==> config.mk <==
export PLATFORM = sky130hd
export DESIGN_NAME = panel_switch_conditioner
export DESIGN_NICKNAME = d
export VERILOG_FILES = /design/src/rtl/pdp8_panel_pkg.sv /design/src/rtl/panel_debounce_ch.sv /design/src/rtl/panel_switch_conditioner.sv
export SDC_FILE = /design/constraint.sdc
export NUM_CORES = 1
export LEC_CHECK = 0
export ABC_AREA = 0
export CAP_MARGIN = 20
export CORE_UTILIZATION = 57
export CTS_BUF_LIST = sky130_fd_sc_hd__clkbuf_4 sky130_fd_sc_hd__clkbuf_8
export CTS_CLUSTER_SIZE = 14
export DETAILED_ROUTE_END_ITERATION = 8
export GPL_ROUTABILITY_DRIVEN = 0
export GPL_TIMING_DRIVEN = 0
export PLACE_DENSITY = 0.78
export SLEW_MARGIN = 20
export SYNTH_ARGS = -nofsm -noshare
export SYNTH_HDL_FRONTEND = slang
export SYNTH_SLANG_ARGS = --single-unit
==> constraint.sdc <==
create_clock -name clk -period 2.06 [get_ports clk]
set_clock_uncertainty 0.15 [all_clocks]
set_input_delay 0.412 -clock clk [delete_from_list [all_inputs] [get_ports clk]]
set_output_delay 0.412 -clock clk [all_outputs]
set_load 0.02 [all_outputs]
==> src/rtl/pdp8_panel_pkg.sv <==
// Shared constants, channel indices and repeat-FSM encoding for the PDP8 front-panel buttons.
package pdp8_panel_pkg;

   // Channel positions on the nBUT bus
   localparam int unsigned CH_RUN   = 0;
   localparam int unsigned CH_CLEAR = 1;
   localparam int unsigned CH_SST   = 2;

   // Default timing at 25 MHz
   localparam int unsigned DEB_10MS_25MHZ   = 250000;
   localparam int unsigned REP_DELAY_25MHZ  = 12500000;
   localparam int unsigned REP_PERIOD_25MHZ = 2500000;

   // Auto-repeat state: released, waiting for first repeat, repeating
   typedef enum logic [1:0] {
      REL   = 2'd0,
      DELAY = 2'd1,
      RPT   = 2'd2
   } rpt_state_t;

   // Counter width able to hold 0..n-1, never narrower than one bit
   function automatic int unsigned cnt_width(input int unsigned n);
      return (n < 2) ? 1 : $clog2(n);
   endfunction

   function automatic int unsigned max_u(input int unsigned a, input int unsigned b);
      return (a > b) ? a : b;
   endfunction

endpackage

==> src/rtl/panel_debounce_ch.sv <==
// One front-panel button: synchronizer, debounce counter, press/release strobes and optional auto-repeat.
module panel_debounce_ch
   import pdp8_panel_pkg::*;
#(
   parameter int unsigned DEBOUNCE_CYCLES = DEB_10MS_25MHZ,
   parameter int unsigned REPEAT_DELAY    = REP_DELAY_25MHZ,
   parameter int unsigned REPEAT_PERIOD   = REP_PERIOD_25MHZ,
   parameter bit          REPEAT_EN       = 1'b0
) (
   input  logic clk,
   input  logic nRESET,
   input  logic nBUT,
   output logic pressed,
   output logic press_pulse,
   output logic release_pulse
);

   localparam int unsigned DW = cnt_width(DEBOUNCE_CYCLES);
   localparam int unsigned RW = cnt_width(max_u(REPEAT_DELAY, REPEAT_PERIOD));

   localparam logic [DW-1:0] DEB_LAST = DW'(DEBOUNCE_CYCLES - 1);
   localparam logic [RW-1:0] DLY_LAST = RW'(REPEAT_DELAY - 1);
   localparam logic [RW-1:0] PER_LAST = RW'(REPEAT_PERIOD - 1);

   logic          s1;
   logic          s2;
   logic          stable;
   logic [DW-1:0] dcnt;
   logic [DW-1:0] dcnt_nxt;
   rpt_state_t    state;
   rpt_state_t    state_nxt;
   logic [RW-1:0] rcnt;
   logic [RW-1:0] rcnt_nxt;

   logic raw_pressed_c;
   logic differ_c;
   logic flip_c;
   logic rise_c;
   logic fall_c;
   logic rpt_fire_c;

   // Two-flop synchronizer; resets to the released (high) level
   always_ff @(posedge clk or negedge nRESET) begin
      if (!nRESET) begin
         s1 <= 1'b1;
         s2 <= 1'b1;
      end else begin
         s1 <= nBUT;
         s2 <= s1;
      end
   end

   // Debounce: count consecutive disagreeing samples, accept the change on the last one
   always_comb begin
      raw_pressed_c = ~s2;
      differ_c      = raw_pressed_c ^ stable;
      flip_c        = differ_c && (dcnt == DEB_LAST);
      rise_c        = flip_c && !stable;
      fall_c        = flip_c && stable;
      dcnt_nxt      = '0;
      if (differ_c && !flip_c) begin
         dcnt_nxt = dcnt + DW'(1);
      end
   end

   // Auto-repeat next state; a release always wins over a pending repeat
   always_comb begin
      state_nxt  = state;
      rcnt_nxt   = rcnt;
      rpt_fire_c = 1'b0;
      case (state)
         REL: begin
            rcnt_nxt = '0;
            if (rise_c && REPEAT_EN) begin
               state_nxt = DELAY;
            end
         end
         DELAY: begin
            if (fall_c) begin
               state_nxt = REL;
               rcnt_nxt  = '0;
            end else if (rcnt == DLY_LAST) begin
               rpt_fire_c = 1'b1;
               rcnt_nxt   = '0;
               state_nxt  = RPT;
            end else begin
               rcnt_nxt = rcnt + RW'(1);
            end
         end
         RPT: begin
            if (fall_c) begin
               state_nxt = REL;
               rcnt_nxt  = '0;
            end else if (rcnt == PER_LAST) begin
               rpt_fire_c = 1'b1;
               rcnt_nxt   = '0;
            end else begin
               rcnt_nxt = rcnt + RW'(1);
            end
         end
         default: begin
            state_nxt = REL;
            rcnt_nxt  = '0;
         end
      endcase
   end

   // Repeat FSM state register
   always_ff @(posedge clk or negedge nRESET) begin
      if (!nRESET) begin
         state <= REL;
         rcnt  <= '0;
      end else begin
         state <= state_nxt;
         rcnt  <= rcnt_nxt;
      end
   end

   // Debounced level, debounce counter and the one-cycle strobes
   always_ff @(posedge clk or negedge nRESET) begin
      if (!nRESET) begin
         stable        <= 1'b0;
         dcnt          <= '0;
         press_pulse   <= 1'b0;
         release_pulse <= 1'b0;
      end else begin
         dcnt          <= dcnt_nxt;
         press_pulse   <= rise_c | rpt_fire_c;
         release_pulse <= fall_c;
         if (flip_c) begin
            stable <= ~stable;
         end
      end
   end

   assign pressed = stable;

endmodule

==> src/rtl/panel_switch_conditioner.sv <==
// Front-panel input stage: NCH independent debounced button channels feeding the PDP8 switch inputs.
module panel_switch_conditioner
   import pdp8_panel_pkg::*;
#(
   parameter int unsigned    NCH             = 3,
   parameter int unsigned    DEBOUNCE_CYCLES = DEB_10MS_25MHZ,
   parameter logic [NCH-1:0] REPEAT_MASK     = NCH'(1 << CH_SST),
   parameter int unsigned    REPEAT_DELAY    = REP_DELAY_25MHZ,
   parameter int unsigned    REPEAT_PERIOD   = REP_PERIOD_25MHZ
) (
   input  logic           clk,
   input  logic           nRESET,
   input  logic [NCH-1:0] nBUT,
   output logic [NCH-1:0] pressed,
   output logic [NCH-1:0] press_pulse,
   output logic [NCH-1:0] release_pulse
);

   // One conditioner per button; auto-repeat enabled per channel from the mask
   for (genvar i = 0; i < NCH; i++) begin : g_ch
      panel_debounce_ch #(
         .DEBOUNCE_CYCLES (DEBOUNCE_CYCLES),
         .REPEAT_DELAY    (REPEAT_DELAY),
         .REPEAT_PERIOD   (REPEAT_PERIOD),
         .REPEAT_EN       (REPEAT_MASK[i])
      ) u_ch (
         .clk           (clk),
         .nRESET        (nRESET),
         .nBUT          (nBUT[i]),
         .pressed       (pressed[i]),
         .press_pulse   (press_pulse[i]),
         .release_pulse (release_pulse[i])
      );
   end

endmodule

# Yosys cells after proc, flatten, opt, wreduce, memory -nomap -nowiden
# Cells that the tools add are included.
[word_totals] ff_bits=147 latchBits=0 mem_count=0 out_inout_bits=9 romBits=0 wordCells=136 mem_bits_rw=0
[op_classes] n_reduce_logical=24 n_addsub=6 bitwise=14 muxes=46 n_shift=0 eq_ne=22 div=0 order_cmp=0 n_mul=0
[op_table] operator="two-way mux 24 bit" count=12
[op_table] operator="case mux 24 bit (2 select lines)" count=3
[op_table] operator="adder 24 x 1 -> 24 bit, second input constant" count=3
[op_table] operator="== test 24 x 22 -> 1 bit, second input constant" count=3
[op_table] operator="== test 24 bit, second input constant" count=3
[op_table] operator="adder 18 x 1 -> 18 bit, second input constant" count=3
[op_table] operator="== test 18 bit, second input constant" count=3
[op_table] operator="two-way mux 18 bit" count=3
[op_table] operator="two-way mux 2 bit" count=10
[op_table] operator="case mux 2 bit (3 select lines)" count=3
[op_table] operator="logical AND 1 bit" count=12
[op_table] operator="two-way mux 1 bit" count=12
[op_table] operator="!= test 3 x 1 -> 1 bit, second input constant" count=3
[op_table] operator="AND reduction 3 bit" count=3
[op_table] operator="!= test 2 x 1 -> 1 bit, second input constant" count=4
[op_table] operator="NOT 1 bit" count=8
[op_table] operator="== test 2 x 1 -> 1 bit, second input constant" count=3
[op_table] operator="== test 2 bit, second input constant" count=3
[op_table] operator="logical NOT 1 bit" count=6
[op_table] operator="logical NOT 2 bit" count=3
[op_table] operator="case mux 1 bit (2 select lines)" count=3
[op_table] operator="bitwise OR 1 bit" count=3
[op_table] operator="XOR 1 bit" count=3

# Depth between registers and ports, before layout
# Gate-level depths: netlist (run 1).
[depth] ltp_word=7 ltp_mapped=7 ltp_nobuf=6

# Cells and area by module
# From an unflattened synthesis (run 1), not the netlist that was laid out.
[hier_totals] hier_cells=478 area_unflattened_um2=4777.1
[by_module_without_submodules] mod="panel_debounce_ch at g_ch[2].u_ch" n_inst=1 cells_per_inst=258 area_per_inst_um2=2527.4 seq_area_each_um2=1228.7
[by_module_without_submodules] mod="panel_debounce_ch at g_ch[0].u_ch ..." n_inst=2 cells_per_inst=110 area_per_inst_um2=1124.8 seq_area_each_um2=578.1

# Worst setup path before layout (run 1)
# OpenSTA, ideal clock, no wires.
[synth_timing] path_kind="register -> register" start="register g_ch[2].u_ch.rcnt[15]" end="register g_ch[2].u_ch.rcnt[10]" setup_ps=119 setup_slack_ps=-95 arrival_time_ps=1886 stages_incl_launch_ff=8 cell_sequence="dfrtp_1 -> buf_6 -> or4b_4 -> nor4_4 -> a21boi_1 -> o211ai_2 -> buf_6 -> nor2_2"
[synth_via] elab_chain_len=4 elab_cells_between_ends=7
[synth_rtl] element="start, declared" line="panel_debounce_ch.sv:32" text="logic [RW-1:0] rcnt;"
[synth_rtl] element="start signal, assigned" line="panel_debounce_ch.sv:115" text="rcnt <= rcnt_nxt;"
[synth_rtl] element="== test 24 x 22 -> 1 bit or == test 24 bit (tied branches)" line="panel_debounce_ch.sv:94, panel_debounce_ch.sv:82"
[synth_rtl] element="two-way mux 24 bit (on tied branches)" line="panel_debounce_ch.sv:94, panel_debounce_ch.sv:82"
[synth_rtl] element="two-way mux 24 bit (on tied branches)" line="panel_debounce_ch.sv:91, panel_debounce_ch.sv:79"
[synth_rtl] element="case mux 24 bit (2 select lines) *" line="panel_debounce_ch.sv:71" text="case (state)"
[synth_rtl] element="via g_ch[2].u_ch.rcnt_nxt[10]" line="panel_debounce_ch.sv:33" text="logic [RW-1:0] rcnt_nxt;"
# The timed path passes the listed nets; every way through them passes the cells marked *.
# A chain may end at the register's enable or synchronous reset.

# Worst setup path in the final report (run 1)
[layout_timing] start="register g_ch[2].u_ch.dcnt[8]" end="register g_ch[2].u_ch.state[1]"
[layout_via] elab_chain_len=5 elab_cells_between_ends=10
[layout_rtl] element="start, declared" line="panel_debounce_ch.sv:28" text="logic [DW-1:0] dcnt;"
[layout_rtl] element="start signal, assigned" line="panel_debounce_ch.sv:127" text="dcnt <= dcnt_nxt;"
[layout_rtl] element="== test 18 bit *" line="panel_debounce_ch.sv:57" text="flip_c = differ_c && (dcnt == DEB_LAST);"
[layout_rtl] element="logical AND 1 bit *" line="panel_debounce_ch.sv:57"
[layout_rtl] element="logical AND 1 bit (on tied branches)" line="panel_debounce_ch.sv:59, panel_debounce_ch.sv:58"
[layout_rtl] element="!= test 3 x 1 -> 1 bit (no source line) (tied with other cells)"
[layout_rtl] element="AND reduction 3 bit (no source line) or case mux 2 bit (3 select lines) (tied branches)"
[layout_rtl] element="end signal, assigned" line="panel_debounce_ch.sv:114" text="state <= state_nxt;"
[layout_rtl] element="end, declared" line="panel_debounce_ch.sv:30" text="rpt_state_t state;"
# Mark *: on every way between the ends. The rest lies on a longest branch, timed or not.

==> results.toml, run 1 <==
[cts]
root_buffer = "clkbuf_8"
clkSlewWorstSetupHoldPaths_ns = 0.09
htreeDepth = 3
insertion_delay_ns = 0.37
tritoncts = "done"
clockBufferDepth = 2
cts_made_buffers = 9
cts_sinks = 95

[yosys]
avgSynthCellArea_um2 = 10.11
synth_warnings = 0
synth_top_family_by_area = "simple AND/OR/NAND/NOR gates"
synthSimpleGateAreaFrac_pct = 26.91
syn_nets = 471
synth_mux_area_share_pct = 0
synthXorXnorAreaFrac_pct = 13.59
synth_seq_cells = 95
ys_types = 49
ys_async_sr_fraction_pct = 100.0
synth-edff-count = 0
synth_fa_ha_area_share_pct = 1.887
synth_compound_area_share_pct = 2.400
netlist_instances = 459
syn_area_um2 = 4641
synth_ff_type = "dfrtp_1"
synth-seq-area-share_pct = 51.39

[sta]
worst_slack_ns = -0.3146
hold_viol_final = 0
fmax_mhz = 421.1
slew_headroom_pct = 52.89
post-route-period-util_pct = 115.3
rsz0062_at_grt = "true"
holdWs_ns = 0.2093
period_needed_ns = 2.375
setup_viol = 43
slew_viol_final = 0
tightest_slew_ns = 0.7013

[finish]
final_cell_mix = "dfrtp_1, nor2_1, xnor2_1, xor2_1, nand3_1"
final_util_pct = 72.37
final_nets = 522
drive_gt1_share_pct = 24.85
antenna_cells = 0
final_common_cell = "dfrtp_1"
syn_to_final_growth_pct = 21.76

[critical_path]
path_class = "reg2reg"
r2r-start = "g_ch[2].u_ch.dcnt[8]"
endpoint_kind = "flip-flop"
critPathLaunchType = "flip-flop"
r2r_cells = 7
arrival_ns = 2.45
r2r_end = "g_ch[2].u_ch.state[1]"
rrSetupSlack_ns = -0.31
crit_fanout = 4
cp.required_ns = 2.14

[routing]
drt-initial-drc-count = 118
vias = 3382
wire_per_inst_um = 15.09
via_per_inst = 5.481
ant_nets = 0
drc = 0
postRouteWirelength_um = 9310
dr.pass1.iters = 4

[global_route]
first_global_vias = 3461
grt.total_usage_pct = 23.34
grt_max_degree = 50
busiest_layer = "met2"
use_met2_pct = 38.62
met3_usage_pct = 5.887
antenna_found_initial = 0
met1_usage_pct = 29.67
grt-ovfl-total = 0
grt_pass1_wl_um = 15570

[hold_path]
hold_depth = 0
worstHoldStart = "g_ch[0].u_ch.s1"
hold_path_end = "g_ch[0].u_ch.s2"
hp-class = "reg2reg"

[place]
portBuffers = 13
dp_hpwl_um = 5637

[die]
die_h_um = 92.23
rows = 32
start_util_pct = 59.44
coreArea_um2 = 7807
dieArea_um2 = 8506
ios = 14
die_x_um = 92.23

[flow_run]
maxCapViolCount = 0

[power]
peakVddDrop_mv = 0.3075
p_per_area_nw_per_um2 = 600.4
leakage_nw = 2.265

[status]
status = "finished with violations"
violations = "negative setup slack"
## critical path, stage by stage (launching register included)
cell	delay [ns]
dfrtp_1	0.40
or4b_4	0.55
nor4_4	0.39
buf_4	0.19
buf_4	0.10
a311oi_1	0.09
a31oi_1	0.23
nand3_1	0.13
## per-layer routing
metal | part of all wire (%) | wire, um
met5 | 0 | 0
met4 | 1.8 | 167
met3 | 2.6 | 242
met2 | 51 | 4765
met1 | 44 | 4133
## how the worst max path moves through the flow
stage | end | slack, ns | start
5_1_grt | g_ch[2].u_ch.state[1] | -0.37 | g_ch[2].u_ch.dcnt[8]
3_3_place_gp | g_ch[2].u_ch.rcnt[1] | -2.91 | nRESET
2_1_floorplan | g_ch[2].u_ch.rcnt[10] | -0.01 | g_ch[2].u_ch.dcnt[5]
4_1_cts | g_ch[2].u_ch.rcnt[8] | -0.09 | g_ch[2].u_ch.rcnt[15]
3_5_place_dp | g_ch[2].u_ch.rcnt[13] | -0.37 | g_ch[2].u_ch.dcnt[0]
6_report | g_ch[2].u_ch.state[1] | -0.31 | g_ch[2].u_ch.dcnt[8]
## state kept, by name, summed over array words and instances (netlist names)
name	count
g_ch.u_ch.state	2
g_ch.u_ch.dcnt	54
g_ch.u_ch.pressed	3
g_ch.u_ch.press_pulse	3
g_ch.u_ch.rcnt	24
g_ch.u_ch.release_pulse	3
g_ch.u_ch.s1	3
g_ch.u_ch.s2	3
## logic make-up (layout without fill, tap and decap cells)
| family | count (synthesis) | in the layout |
|---|---|---|
| buffers and inverters | 32 | 88 |
| DFF | 95 | 95 |
| AOI/OAI and AO/OA | 15 | 15 |
| and+or+nand+nor | 238 | 238 |
| adders and majority gates | 7 | 7 |
| xor gates and xnor gates | 72 | 72 |
## per-stage QoR
stage | total power, mW | instance area (um2) | TNS (ns) | setup slack [ns] | cells
finish | 3.392 | 5650 | -6.772 | -0.3146 | 617
global route | 3.505 | 5650 | -9.328 | -0.3679 | 617
CTS | 3.408 | 5428 | -0.5543 | -0.09253 | 609
detailed placement | 2.041 | 4931 | -13.30 | -0.3655 | 575
global placement | 2.030 | 4902 | -279.62 | -2.906 | 574
floorplan | 1.976 | 4644 | -0.1444 | -0.01481 | 459
## cells in the mapped netlist (2+ instances only)
master / number / area, um2
nand3b_1: 3 / 22.52
and3_1: 8 / 50.05
buf_6: 3 / 33.78
nor4_1: 8 / 50.05
inv_1: 16 / 60.06
ha_1: 7 / 87.58
nand4_1: 14 / 87.58
dfstp_2: 6 / 157.7
buf_4: 9 / 67.56
and4_2: 2 / 20.02
and4_1: 8 / 70.07
nor4b_1: 2 / 17.52
clkbuf_1: 3 / 11.26
nand2_1: 31 / 116.4
xor2_1: 32 / 280.3
nor2_1: 83 / 311.6
o21ai_0: 4 / 20.02
nor3_1: 19 / 95.09
nor4_4: 2 / 42.54
nand4b_1: 2 / 17.52
xnor2_1: 40 / 350.3
nor2_2: 10 / 62.56
dfrtp_1: 89 / 2227
nand3_1: 33 / 165.2
## final cells by class
cell class	count	area (um2)
Tap cell	102	127.6
Multi-Input combinational cell	332	2291
Clock buffer	11	145.1
Timing Repair Buffer	42	442.9
Sequential cell	95	2387
Clock inverter	5	82.58
Buffer	14	113.9
Inverter	16	60.06
Fill cell	551	2157
## repair_timing
| action | 4_1_cts | 5_1_grt |
|---|---|---|
| endpoints found under the setup margin | 68 | 64 |
| pin swaps | 13 | 20 |
| resized for setup | 28 | 54 |
| endpoints found under the hold margin | 46 | 0 |
| hold buffers | 1 | 0 |
| gates cloned | 2 | 1 |
| buffers inserted | 17 | 8 |
## where the power goes
group / internal, mW / switching [mW]
Combinational: 0.0382 / 0.0704
Clock: 0.733 / 0.643
Sequential: 1.89 / 0.0194
Total: 2.66 / 0.733
(Power assumes the default switching activity.)
==> run 2: changes to the inputs <==
CORE_ASPECT_RATIO = 1.75   (was default)
CORE_UTILIZATION = 60   (was 57)
clock period = 3.05 ns   (was 2.06 ns; I/O delays follow)
==> results.toml, run 2 (same netlist as run 1, synthesis figures left out) <==
[status]
status = "finished clean"

[sta]
fmax_mhz = 417.6
slew_headroom_pct = 48.01
rsz0062_at_grt = "false"
setup-tns-final_ns = 0
slew_viol_final = 0
holdWs_ns = 0.002920
tightest_slew_ns = 0.7739
setup_viol = 0
hold_viol_final = 0
post-route-period-util_pct = 78.51
period_needed_ns = 2.395

[routing]
wl_met1_um = 3516
ant_nets = 0
drc = 0
postRouteWirelength_um = 8429
wl_met3_um = 157
vias = 3294
dr.pass1.iters = 4
via_per_inst = 5.709
wire_per_inst_um = 14.61
top_layer_used = "met4"
drt-initial-drc-count = 175
met2WireLength_um = 4546

[critical_path]
path_class = "reg2reg"
r2r-start = "g_ch[2].u_ch.dcnt[0]"
critPathLaunchType = "flip-flop"
r2r_end = "g_ch[2].u_ch.rcnt[5]"
rrSetupSlack_ns = 0.66
crit_fanout = 10
cp.required_ns = 3.17
endpoint_kind = "flip-flop"
r2r_cells = 7
arrival_ns = 2.51

[finish]
antenna_cells = 0
top_register = "g_ch.u_ch.dcnt"
final_cell_mix = "dfrtp_1, nor2_1, xnor2_1, nand3_1, xor2_1"
drive_gt1_share_pct = 12.27
multi_input_area_um2 = 2078
fillCellCount = 619
largest_register_ffs = 54
final_common_cell = "dfrtp_1"
regArea_um2 = 2385
syn_to_final_growth_pct = 10.22
final_nets = 496
reg_top3 = "g_ch.u_ch.dcnt (54), g_ch.u_ch.rcnt (24)"

[flow_run]
maxCapViolCount = 0

[die]
rows = 42
dieArea_um2 = 8104
start_util_pct = 61.75
ios = 14
die_x_um = 68.48
die_h_um = 118.3
coreArea_um2 = 7515

[cts]
root_buffer = "clkbuf_8"
tritoncts = "done"
hold_buffers = 0
cts_made_buffers = 9
ctsResizeCount = 0
clockBufferDepth = 2
htreeDepth = 3
clkSlewWorstSetupHoldPaths_ns = 0.09
insertion_delay_ns = 0.37
cts_setup_buffers = 0
cts_sinks = 95

[global_route]
grt-ovfl-total = 0
grt.total_usage_pct = 23.53
grt_max_degree = 49
grt_pass1_wl_um = 14460
antenna_found_initial = 0
first_global_vias = 3428

[place]
portBuffers = 13
dp_hpwl_um = 5875

[power]
peakVddDrop_mv = 0.3266
leakage_nw = 2.074
finalPower_mw = 2.206
p_per_area_nw_per_um2 = 431.3

[hold_path]
hp-class = "in2async"
run 2: power breakdown:
group	total [mW]	switching [mW]	internal, mW	leakage, nW
logic	0.0654	0.0450	0.0204	0.676
clock network	0.852	0.449	0.404	0.0989
registers	1.29	0.0128	1.28	1.30
run 2: how the worst max path moves through the flow:
stage          slack (ns)                  start               endpoint
4_1_cts              0.63  g_ch[2].u_ch.rcnt[15]   g_ch[2].u_ch.rcnt[5]
3_3_place_gp        -2.16                 nRESET   g_ch[0].u_ch.pressed
2_1_floorplan        0.89  g_ch[2].u_ch.rcnt[15]  g_ch[2].u_ch.rcnt[10]
6_report             0.66   g_ch[2].u_ch.dcnt[0]   g_ch[2].u_ch.rcnt[5]
3_5_place_dp         0.65  g_ch[2].u_ch.rcnt[15]  g_ch[2].u_ch.rcnt[11]
5_1_grt              0.42   g_ch[2].u_ch.dcnt[0]   g_ch[2].u_ch.rcnt[5]
run 2: critical path, stage by stage (launching register included):
cell and delay [ns]:
dfrtp_1 0.40, ha_1 0.20, nand3_1 0.21, nor4_2 0.48, nand3_1 0.32, o211ai_2 0.25, buf_6 0.23, nor2_2 0.06
run 2: area by class of cell:
class                   count  share of cell area [%]
multi-input cells         332                   40.63
clock buffers              10                   2.691
well taps                  88                   2.153
flip-flops and latches     95                   46.62
inverters                  16                   1.174
plain buffers              16                   2.299
clock inverters             6                   1.321
repair buffers             14                   3.107
run 2: per-layer routing:
layer	vias up	global-route usage, %
li1	1600	-
met1	1643	26.85
met2	35	40.56
met3	16	3.668
met4	0	11.72
met5	-	0
run 2: per-stage QoR:
stage	util [%]	instances	setup WS (ns)	instance area [um2]
final	68.07	577	0.6554	5115
after global routing	68.07	577	0.4248	5115
after CTS	68.07	577	0.6297	5115
after detailed placement	65.33	561	0.6469	4910
after global placement	64.95	560	-2.158	4881
after floorplan	-	459	0.8946	4641
